$ cat src/rtl/linear_layer_srl_fifo_ctrl.sv
// linear_layer_srl_fifo_ctrl
//
// Handshaked FIFO built around a shift-register (SRL style) store. Every push shifts
// the whole store by one, so the newest entry always sits at index 0 and the oldest
// at index ptr. The FIFO only has to track the read pointer, not a write pointer.
// Used on each inter-process channel of the Linear_Layer dataflow region.
//
// Parameters:
//   DATA_WIDTH - payload width in bits
//   ADDR_WIDTH - storage address width, 2**ADDR_WIDTH >= DEPTH
//   DEPTH      - number of entries, >= 2
//
// Ports:
//   clk         in   single clock, rising edge
//   reset       in   synchronous, active-high
//   if_write_ce in   write-side clock enable
//   if_write    in   producer write request
//   if_din      in   write data
//   if_full_n   out  1 = space available (registered)
//   if_read_ce  in   read-side clock enable
//   if_read     in   consumer read request
//   if_dout     out  head-of-queue data, from registered ptr only
//   if_empty_n  out  1 = data available (registered)
//   count       out  occupancy 0..DEPTH (registered)

module linear_layer_srl_fifo_ctrl #(
    parameter int unsigned DATA_WIDTH = 1,
    parameter int unsigned ADDR_WIDTH = 1,
    parameter int unsigned DEPTH      = 2
) (
    input  logic                  clk,
    input  logic                  reset,
    input  logic                  if_write_ce,
    input  logic                  if_write,
    input  logic [DATA_WIDTH-1:0] if_din,
    output logic                  if_full_n,
    input  logic                  if_read_ce,
    input  logic                  if_read,
    output logic [DATA_WIDTH-1:0] if_dout,
    output logic                  if_empty_n,
    output logic [ADDR_WIDTH:0]   count
);

    localparam int unsigned MemDepth = 1 << ADDR_WIDTH;

    // ptr value just before the DEPTH-th entry lands; a push from here fills the FIFO.
    localparam logic [ADDR_WIDTH:0] PtrLastFree = (ADDR_WIDTH + 1)'(DEPTH - 2);
    localparam logic [ADDR_WIDTH:0] PtrEmpty    = '1;
    localparam logic [ADDR_WIDTH:0] PtrOne      = (ADDR_WIDTH + 1)'(1);

    // Shift-register store. Not reset: contents are don't-care until pushed.
    logic [DATA_WIDTH-1:0] mem_q [MemDepth];

    logic [ADDR_WIDTH:0] ptr_q, ptr_d;
    logic [ADDR_WIDTH:0] count_q, count_d;
    logic                full_n_q, full_n_d;
    logic                empty_n_q, empty_n_d;
    logic                push, pop;

    assign push = if_write & if_write_ce & full_n_q;
    assign pop  = if_read & if_read_ce & empty_n_q;

    always_ff @(posedge clk) begin
        if (push) begin
            mem_q[0] <= if_din;
            for (int i = 1; i < MemDepth; i++) begin
                mem_q[i] <= mem_q[i-1];
            end
        end
    end

    always_comb begin
        ptr_d     = ptr_q;
        full_n_d  = full_n_q;
        empty_n_d = empty_n_q;
        if (push && !pop) begin
            ptr_d     = ptr_q + PtrOne;
            empty_n_d = 1'b1;
            if (ptr_q == PtrLastFree) begin
                full_n_d = 1'b0;
            end
        end else if (pop && !push) begin
            ptr_d    = ptr_q - PtrOne;
            full_n_d = 1'b1;
            if (ptr_q == '0) begin
                empty_n_d = 1'b0;
            end
        end
        // push & pop: ptr holds, the shift alone advances the head.
        count_d = ptr_d + PtrOne;
    end

    always_ff @(posedge clk) begin
        if (reset) begin
            ptr_q     <= PtrEmpty;
            count_q   <= '0;
            full_n_q  <= 1'b1;
            empty_n_q <= 1'b0;
        end else begin
            ptr_q     <= ptr_d;
            count_q   <= count_d;
            full_n_q  <= full_n_d;
            empty_n_q <= empty_n_d;
        end
    end

    assign if_dout    = mem_q[ptr_q[ADDR_WIDTH-1:0]];
    assign if_full_n  = full_n_q;
    assign if_empty_n = empty_n_q;
    assign count      = count_q;

endmodule

$ cat config.mk
export PLATFORM = sky130hd
export DESIGN_NAME = linear_layer_srl_fifo_ctrl
export DESIGN_NICKNAME = d
export VERILOG_FILES = /design/src/rtl/linear_layer_srl_fifo_ctrl.sv
export SDC_FILE = /design/constraint.sdc
export NUM_CORES = 1
export LEC_CHECK = 0
export ABC_AREA = 0
export BUFFER_PORTS_ARGS = -buffer_cell sky130_fd_sc_hd__buf_2
export CAP_MARGIN = 20
export CORE_MARGIN = 3
export CORE_UTILIZATION = 25
export CTS_CLUSTER_SIZE = 30
export DETAILED_ROUTE_END_ITERATION = 10
export GPL_TIMING_DRIVEN = 1
export PLACE_DENSITY = 0.42
export RECOVER_POWER = 25
export REMOVE_ABC_BUFFERS = 1
export SYNTH_ARGS = -nofsm -noshare
export SYNTH_HDL_FRONTEND = slang
export SYNTH_SLANG_ARGS = --single-unit
$ cat constraint.sdc
create_clock -name clk -period 1.95 [get_ports clk]
set_input_delay 0.195 -clock clk [delete_from_list [all_inputs] [get_ports clk]]
set_output_delay 0.195 -clock clk [all_outputs]
set_load 0.02 [all_outputs]
==> results.json, run 1 <==
{
  "hp-start": "if_din",
  "tritoncts.num_buffers": 3,
  "power-per-cell-area_nw_per_um2": 778,
  "global_route.overflow_total": 0,
  "post_synth.cell_area_avg_um2": 9.55,
  "skew_ns": 0.00604,
  "cts_setup_buffers": 0,
  "timing.critical_path.arrival_ns": 1.98,
  "holdPathStages": 1,
  "antenna_violating_nets_post_route": 0,
  "worst_hold_path_type": "in -> reg",
  "global_route_wire_length_before_repair_um": 1160,
  "worst_path_slowest_cell": "sky130_fd_sc_hd__dfxtp_1",
  "netlist_area_um2": 439,
  "worstSetupPathType": "reg -> reg",
  "ff_latch_count_synth": 9,
  "cts_num_sinks": 9,
  "rrSetupSlack_ns": 0.11,
  "finalWorstSetupSlack_ns": 0.112,
  "grt_pass1_vias": 264,
  "timing.critical_path.slowest_cell_delay_ns": 0.36,
  "synth_warnings": 0,
  "count_of_mapped_cells_out_of_synthesis": 46,
  "dpl_cell_area_um2": 514,
  "via_per_inst": 4.34,
  "final_min_period_over_clock_period": 0.943,
  "synthDistinctLibCells": 18,
  "fmax_mhz": 544,
  "area_growth_pct": 23.9,
  "antenna_found_initial": 0,
  "final_common_cell": "sky130_fd_sc_hd__buf_2",
  "die-width_um": 47.9,
  "holdBufCountCts": 0,
  "yosysTopAreaCellShare": 0.319,
  "stdcell_area_um2": 544,
  "cts_tree": "built",
  "element_type_at_the_critical_path_start": "register",
  "io_buf_count": 11,
  "worstMarginPinSlew_ns": 0.329,
  "finalNetCount": 73,
  "required_arrival_time_at_the_worst_endpoint_ns": 2.09,
  "reg2regPathDepth": 7,
  "worstHoldEndpoint": "mem_q[0]",
  "die_h_um": 47.9,
  "placementRows": 14,
  "finish_stage_setup_viols": 0,
  "io_pins": 12,
  "share_of_layout_cells_above_drive_strength_1": 0.311,
  "drv_cap": 0,
  "drc_errors": 0,
  "rsz0062_at_grt": "false",
  "period_needed_ns": 1.84,
  "setup_tns_ns": 0,
  "critical_path.cell_chain": "nand3_1 > inv_1 > ha_2 > nand2_2 > a21boi_1 > a222oi_1 > mux2_1",
  "critical_path_peak_fanout": 7,
  "totalWireLength_um": 782,
  "clockBufferDepth": 2,
  "cell_types_occupying_the_most_area_after_synthesis": "sky130_fd_sc_hd__dfxtp_1 (32%), sky130_fd_sc_hd__edfxtp_1 (14%), sky130_fd_sc_hd__ha_1 (11%), sky130_fd_sc_hd__inv_1 (6.0%), sky130_fd_sc_hd__mux2_2 (5.1%)",
  "grt_start_max_net_pins": 8,
  "routedWlPerCell_um": 10.2,
  "leakage_component_of_the_power_nw": 0.258,
  "timing.max_slew.rel_slack": 0.781,
  "insertedDiodeCount": 0,
  "cts.htree.levels": 1,
  "global_route.usage.total": 0.0794,
  "num_vias": 334,
  "seq_area_frac_synth": 0.456,
  "setup.worst_path.end_class": "register",
  "number_of_detailed_routing_iterations_run_before_antenna_repair": 4,
  "hpwl_dp_um": 609,
  "place_worst_setup_slack_ns": 0.0618,
  "critical_path.reg2reg.startpoint": "if_full_n",
  "core-area_um2": 1580,
  "ir_drop_mv": 0.462,
  "reg2reg_to": "count[1]",
  "yosys.area.top_type": "sky130_fd_sc_hd__dfxtp_1",
  "outcome": "finished, final reports clean",
  "number_of_failing_hold_endpoints_at_the_final_stage": 0,
  "cts_root_buffer": "sky130_fd_sc_hd__clkbuf_4",
  "clkTransAtPathRegs_ns": 0.06,
  "dr.first_iter.drc_count": 2,
  "most_frequent_cells_in_the_layout": "sky130_fd_sc_hd__buf_2 (10), sky130_fd_sc_hd__inv_1 (7), sky130_fd_sc_hd__dfxtp_1 (7), sky130_fd_sc_hd__nor2_1 (6), sky130_fd_sc_hd__a21oi_1 (4)",
  "clk_latency_ns": 0.26,
  "initial_core_utilization": 0.279,
  "routabilityCongestion": 0.714,
  "die-area_um2": 2300,
  "timing.final.max_slew_violations": 0
}
cell type report:
class | instances | area [um^2]
Inverter | 7 | 26.3
Multi-Input combinational cell | 29 | 210
Tap cell | 16 | 20.0
Timing Repair Buffer | 12 | 61.3
Clock buffer | 4 | 26.3
Sequential cell | 9 | 200
Fill cell | 173 | 1030
power breakdown:
group / internal, W / switching (W)
Clock: 0.0000788 / 0.0000652
Combinational: 0.0000330 / 0.0000388
Sequential: 0.000203 / 0.00000473
worst max-delay path by stage:
stage / slack (ns) / start / cells past startpoint / end
floorplan: -0.007 / if_full_n / 7 / count[1]
global placement: 0.07 / if_full_n / 7 / count[1]
detailed placement: 0.06 / if_full_n / 7 / count[1]
CTS: 0.05 / if_full_n / 7 / count[1]
global route: 0.00007 / if_full_n / 7 / count[1]
finish: 0.11 / if_full_n / 7 / count[1]
synth_stat cells:
cell	count
sky130_fd_sc_hd__a21boi_1	1
sky130_fd_sc_hd__nand2_1	1
sky130_fd_sc_hd__dfxtp_1	7
sky130_fd_sc_hd__ha_1	4
sky130_fd_sc_hd__mux2_2	2
sky130_fd_sc_hd__o31ai_1	1
sky130_fd_sc_hd__edfxtp_1	2
sky130_fd_sc_hd__or2_1	1
sky130_fd_sc_hd__nand2_2	1
sky130_fd_sc_hd__mux2_1	1
sky130_fd_sc_hd__buf_4	1
sky130_fd_sc_hd__a21oi_1	4
sky130_fd_sc_hd__xnor2_1	2
sky130_fd_sc_hd__nand3_1	2
sky130_fd_sc_hd__inv_1	7
sky130_fd_sc_hd__o21ai_0	2
sky130_fd_sc_hd__nor2_1	6
sky130_fd_sc_hd__a222oi_1	1
metrics by stage:
stage	hold slack [ns]	std cells	utilization	total power, W
after floorplan	0.264	45	-	0.000262
after global routing	0.0926	77	0.345	0.000450
after CTS	0.101	77	0.343	0.000430
final	0.107	77	0.345	0.000424
after global placement	0.372	73	0.326	0.000285
after detailed placement	0.377	73	0.326	0.000284
cell families (layout without fill, tap and decap cells):
kind of cell,count (synthesis),after routing,synth area share
adders and majority gates,4,4,0.114
muxes,3,3,0.0769
and+or+nand+nor,11,11,0.111
buffers and inverters,8,23,0.0769
xor gates and xnor gates,2,2,0.0399
AOI/OAI and AO/OA,9,9,0.125
DFF,9,9,0.456
layer usage:
metal	up-vias	part of all wire	GRT usage
met4	0	0	0.0161
met5	-	0	0
li1	181	-	-
met1	139	0.48	0.109
met3	0	0.11	0.0677
met2	14	0.41	0.0923
critical path: cells and delay by family, from the launching register on:
kind	cells	cell delay, ns
compound gates	2	0.48
fa+ha+maj	1	0.26
buf+inv	1	0.10
flops	1	0.36
mux	1	0.35
simple gates	2	0.18
repair_timing:
action                                  4_1_cts  5_1_grt
gates resized for setup                       0        2
hold endpoints to repair                      0        0
endpoints found under the setup margin        0        1
(Power assumes the default switching activity.)
==> inputs of run 2 (changes only) <==
--- a/config.mk
+++ b/config.mk
@@ -16,6 +16,7 @@
 export PLACE_DENSITY = 0.42
 export RECOVER_POWER = 25
 export REMOVE_ABC_BUFFERS = 1
+export SETUP_SLACK_MARGIN = 0.4
 export SYNTH_ARGS = -nofsm -noshare
 export SYNTH_HDL_FRONTEND = slang
 export SYNTH_SLANG_ARGS = --single-unit
==> run 2 against run 1 <==
Via count is 19% higher. Combinational power is 55% higher. Sequential power about the same. Routed wire length up 33%. Core utilization up 10 points. Clock skew fell by 0.0013 ns. Non-clock buffer count is 12 higher. Setup slack better by 0.082 ns.
==> results.json, run 2 (synthesis results as in run 1) <==
{
  "place_inst": 73,
  "cts_tree": "built",
  "skew_ns": 0.00470,
  "final-instance-count-excl-fill": 89,
  "setup.worst_path.end_class": "register",
  "critical_path_peak_fanout": 5,
  "setup.worst_path.start": "if_full_n",
  "die-area_um2": 2300,
  "global_route.usage.total": 0.110,
  "grt_pass1_vias": 403,
  "antenna_violating_nets_post_route": 0,
  "routabilityCongestion": 0.714,
  "drc_errors": 0,
  "power-per-cell-area_nw_per_um2": 659,
  "area_growth_pct": 60.1,
  "reg2regPathDepth": 7,
  "global_route.overflow_total": 0,
  "global_route_wire_length_before_repair_um": 1650,
  "tritoncts.num_buffers": 3,
  "cts.htree.levels": 1,
  "cts_root_buffer": "sky130_fd_sc_hd__clkbuf_4",
  "final_common_cell": "sky130_fd_sc_hd__buf_4",
  "required_arrival_time_at_the_worst_endpoint_ns": 2.09,
  "number_of_failing_hold_endpoints_at_the_final_stage": 0,
  "leakage_component_of_the_power_nw": 0.314,
  "initial_core_utilization": 0.279,
  "core-area_um2": 1580,
  "final_core_utilization": 0.446,
  "routedWlPerCell_um": 11.7,
  "ir_drop_mv": 0.458,
  "worstSetupPathType": "reg -> reg",
  "placementRows": 14,
  "timing.final.max_slew_violations": 0,
  "critical_path.reg2reg.startpoint": "if_full_n",
  "timing.max_slew.rel_slack": 0.775,
  "drv_cap": 0,
  "rsz0062_at_grt": "true",
  "hpwl_dp_um": 609,
  "multi_input_area_um2": 268,
  "timing.critical_path.arrival_ns": 1.90,
  "layout.filler_cells": 162,
  "timing.critical_path.to": "count[1]",
  "final_min_period_over_clock_period": 0.901,
  "totalWireLength_um": 1040,
  "most_frequent_cells_in_the_layout": "sky130_fd_sc_hd__buf_4 (12), sky130_fd_sc_hd__buf_2 (11), sky130_fd_sc_hd__nor2_1 (6)",
  "clockBufferDepth": 2,
  "via_per_inst": 4.47,
  "seqCellArea_um2": 204,
  "io_pins": 12,
  "dr.first_iter.drc_count": 2,
  "fmax_mhz": 569,
  "period_needed_ns": 1.76,
  "insertedDiodeCount": 0,
  "antenna_found_initial": 0,
  "clkTransAtPathRegs_ns": 0.06,
  "io_buf_count": 11,
  "grt_start_max_net_pins": 7,
  "cts_num_sinks": 9,
  "die_h_um": 47.9,
  "finalNetCount": 85,
  "worst_hold_path_type": "in -> reg",
  "num_vias": 398,
  "hp-start": "if_din",
  "element_type_at_the_critical_path_start": "register",
  "rrSetupSlack_ns": 0.19,
  "outcome": "finished, final reports clean",
  "clk_latency_ns": 0.26,
  "reg2reg_to": "count[1]",
  "number_of_detailed_routing_iterations_run_before_antenna_repair": 4,
  "share_of_layout_cells_above_drive_strength_1": 0.575,
  "worstMarginPinSlew_ns": 0.338,
  "finish_stage_setup_viols": 0,
  "die-width_um": 47.9
}
## run 2: timing repair
action / 4_1_cts / 5_1_grt
buffers inserted: 12 / 0
pin swaps: 6 / 0
hold buffers: 0 / 0
resized for setup: 21 / 0
endpoints found under the setup margin: 1 / 1
cloned: 0 / 0
## run 2: layout make-up
class	instances	area share
inverter	7	0.0409
timing repair buffer	24	0.222
multi-input combinational	29	0.381
clock buffer	4	0.0374
sequential	9	0.290
tap	16	0.0285
## run 2: worst min path at each step
stage	endpoint	slack, ns	cells after the start
4_1_cts	mem_q[0]	0.10	1
2_1_floorplan	if_empty_n	0.26	1
3_5_place_dp	mem_q[0]	0.38	1
5_1_grt	mem_q[0]	0.09	1
6_report	mem_q[0]	0.11	1
3_3_place_gp	mem_q[0]	0.37	1
## run 2: per-stage QoR
| stage | power [W] | hold slack (ns) | TNS [ns] | setup slack (ns) | cell area [um^2] |
|---|---|---|---|---|---|
| 3_5_place_dp | 0.000284 | 0.377 | 0 | 0.0618 | 514 |
| 4_1_cts | 0.000468 | 0.101 | 0 | 0.316 | 717 |
| 5_1_grt | 0.000492 | 0.0927 | 0 | 0.104 | 703 |
| 6_report | 0.000463 | 0.107 | 0 | 0.194 | 703 |
| 3_3_place_gp | 0.000285 | 0.372 | 0 | 0.0690 | 514 |
| 2_1_floorplan | 0.000262 | 0.264 | -0.00702 | -0.00702 | 432 |
## run 2: power breakdown
group,switching (W),internal [W]
combinational,0.0000518,0.0000591
clock,0.0000654,0.0000789
sequential,0.00000465,0.000204
total,0.000122,0.000342
## run 2: worst max-delay path: stages, from the launching register on
cell and delay (ns):
sky130_fd_sc_hd__dfxtp_1 0.33, sky130_fd_sc_hd__nand3_1 0.14, sky130_fd_sc_hd__inv_4 0.10, sky130_fd_sc_hd__ha_4 0.16, sky130_fd_sc_hd__nand2_2 0.06, sky130_fd_sc_hd__a21boi_1 0.13
sky130_fd_sc_hd__a222oi_1 0.36, sky130_fd_sc_hd__mux2_1 0.35
## run 2: per-layer routing
layer / vias to the layer above / GRT usage / wire length [um]
met3: 0 / 0.0677 / 69
met5: - / 0 / 0
met1: 179 / 0.124 / 445
li1: 208 / - / -
met2: 11 / 0.179 / 525
met4: 0 / 0.0161 / 0
==> inputs of run 3 (changes only) <==
--- a/config.mk
+++ b/config.mk
@@ -6,17 +6,18 @@
 export NUM_CORES = 1
 export LEC_CHECK = 0
 export ABC_AREA = 0
-export BUFFER_PORTS_ARGS = -buffer_cell sky130_fd_sc_hd__buf_2
 export CAP_MARGIN = 20
 export CORE_MARGIN = 3
 export CORE_UTILIZATION = 25
+export CTS_BUF_LIST = sky130_fd_sc_hd__clkbuf_2
 export CTS_CLUSTER_SIZE = 30
 export DETAILED_ROUTE_END_ITERATION = 10
+export DONT_BUFFER_PORTS = 1
 export GPL_TIMING_DRIVEN = 1
-export PLACE_DENSITY = 0.42
+export PLACE_DENSITY = 0.36
 export RECOVER_POWER = 25
 export REMOVE_ABC_BUFFERS = 1
-export SETUP_SLACK_MARGIN = 0.4
+export SETUP_SLACK_MARGIN = 0.3
 export SYNTH_ARGS = -nofsm -noshare
 export SYNTH_HDL_FRONTEND = slang
 export SYNTH_SLANG_ARGS = --single-unit
==> run 3 against run 2 <==
Final area is 12% lower. Routed wire length fell by 15%. First-iteration DRC count rose to 6.0 times the previous value. Sequential share of layout area rose by 4.1 points. Critical path type unchanged. Clock power fell by 18%. Critical path depth stayed put. Sequential power rose by 3%. Worst hold slack worse by 0.070 ns. Combinational power shrank 30%. Total power fell by 12%. Non-clock buffer count shrank 14. Register-to-register slack improved by 0.04 ns.
==> results.json, run 3 (synthesis results as in run 1) <==
{
  "outcome": "finished, final reports clean",
  "grt_start_max_net_pins": 7,
  "final_common_cell": "sky130_fd_sc_hd__buf_4",
  "num_vias": 376,
  "cts_num_sinks": 9,
  "critical_path_peak_fanout": 4,
  "leakage_component_of_the_power_nw": 0.261,
  "wirelength_met1_um": 394,
  "insertedDiodeCount": 0,
  "element_type_at_the_critical_path_start": "register",
  "holdWs_ns": 0.0374,
  "finalNetCount": 71,
  "timing.critical_path.buf_inv": 1,
  "die-width_um": 47.9,
  "period_needed_ns": 1.72,
  "wl_met2_um": 407,
  "worst_hold_path_type": "in -> reg",
  "io_buf_count": 0,
  "place_inst": 65,
  "global_route.overflow_total": 0,
  "worstMarginPinSlew_ns": 0.334,
  "routabilityCongestion": 0.743,
  "timing.max_slew.rel_slack": 0.777,
  "top_family_by_delay_on_critical_path": "compound AO/OA/AOI/OAI gates",
  "antenna_found_initial": 0,
  "routedWlPerCell_um": 11.8,
  "power.total_w": 0.000410,
  "skew_ns": 0.00429,
  "hpwl_dp_um": 647,
  "grt_pass1_vias": 348,
  "ir_drop_mv": 0.254,
  "die_h_um": 47.9,
  "multi_input_area_um2": 263,
  "setup.worst_path.end_class": "register",
  "layout.filler_cells": 154,
  "timing.critical_path.slowest_cell_delay_ns": 0.36,
  "antenna_violating_nets_post_route": 0,
  "global_route_wire_length_before_repair_um": 1450,
  "final_min_period_over_clock_period": 0.880,
  "initial_core_utilization": 0.279,
  "io_pins": 12,
  "cts.htree.levels": 1,
  "dr.first_iter.drc_count": 12,
  "share_of_layout_cells_above_drive_strength_1": 0.475,
  "finish_stage_setup_viols": 0,
  "timing.critical_path.arrival_ns": 1.85,
  "totalWireLength_um": 888,
  "clockBufferDepth": 2,
  "final_core_utilization": 0.393,
  "timing.final.max_slew_violations": 0,
  "number_of_failing_hold_endpoints_at_the_final_stage": 0,
  "dr.max_layer_used": "met4",
  "via_per_inst": 5.01,
  "required_arrival_time_at_the_worst_endpoint_ns": 2.09,
  "drc_errors": 0,
  "tritoncts.num_buffers": 3,
  "placementRows": 14,
  "power-per-cell-area_nw_per_um2": 662,
  "global_route.usage.total": 0.0976,
  "most_frequent_cells_in_the_layout": "sky130_fd_sc_hd__buf_4 (7), sky130_fd_sc_hd__nor2_1 (6), sky130_fd_sc_hd__inv_1 (5)",
  "cts_root_buffer": "sky130_fd_sc_hd__clkbuf_2",
  "core-area_um2": 1580,
  "worstSetupPathType": "reg -> reg",
  "rsz0062_at_grt": "true",
  "cts_tree": "built",
  "setup_tns_ns": 0,
  "seqCellArea_um2": 205,
  "clk_latency_ns": 0.25,
  "final-instance-count-excl-fill": 75,
  "die-area_um2": 2300,
  "critical_path.cell_chain": "nand3_2 > inv_1 > ha_4 > nand2_2 > a21boi_1 > a222oi_1 > mux2_1",
  "drv_cap": 0,
  "clkTransAtPathRegs_ns": 0.09,
  "number_of_detailed_routing_iterations_run_before_antenna_repair": 4,
  "area_growth_pct": 41.0,
  "fmax_mhz": 583,
  "worst_path_slowest_cell": "sky130_fd_sc_hd__a222oi_1",
  "met3_length_um": 65
}
run 3: worst reg2reg max path: stages (launching register included):
cell and delay [ns]:
sky130_fd_sc_hd__dfxtp_2 0.35, sky130_fd_sc_hd__nand3_2 0.07, sky130_fd_sc_hd__inv_1 0.13, sky130_fd_sc_hd__ha_4 0.17, sky130_fd_sc_hd__nand2_2 0.05, sky130_fd_sc_hd__a21boi_1 0.13, sky130_fd_sc_hd__a222oi_1 0.36, sky130_fd_sc_hd__mux2_1 0.35
run 3: metal layers:
layer / vias to the layer above / GRT usage
li1: 179 / -
met1: 184 / 0.113
met2: 9 / 0.142
met3: 4 / 0.0564
met4: 0 / 0.0484
met5: - / 0
run 3: through the flow:
stage / cell area [um^2] / worst slack (ns)
4_1_cts: 619 / 0.292
6_report: 619 / 0.235
5_1_grt: 619 / 0.126
2_1_floorplan: 432 / -0.00702
3_3_place_gp: 482 / 0.171
3_5_place_dp: 482 / 0.140
run 3: final timing paths:
check	from	end	slack, ns	cells after the start
hold / removal	if_din	mem_q[0]	0.04	0
setup reg to reg	if_full_n	count[1]	0.23	7
setup / recovery	if_full_n	count[1]	0.23	7
hold reg to reg	mem_q[0]	mem_q[1]	0.46	0
run 3: where the power goes:
group	switching (W)	leakage, nW	total [W]	internal (W)
registers	0.0000111	0.0756	0.000215	0.000204
clock network	0.0000634	0.0166	0.000118	0.0000545
logic	0.0000350	0.169	0.0000774	0.0000424
total	0.000109	0.261	0.000410	0.000300
run 3: repair_timing:
item | 4_1_cts | 5_1_grt
gates cloned | 0 | 0
hold buffers | 1 | 0
endpoints found under the setup margin | 1 | 1
gates resized for setup | 18 | 0
buffers inserted | 5 | 0
endpoints found under the hold margin | 1 | 0
pin swaps | 5 | 0
run 3: cell type report:
class                      count  share of cell area
sequential                     9               0.331
timing repair buffer          10               0.137
inverter                       7              0.0424
tap                           16              0.0323
multi-input combinational     29               0.424
clock buffer                   4              0.0323
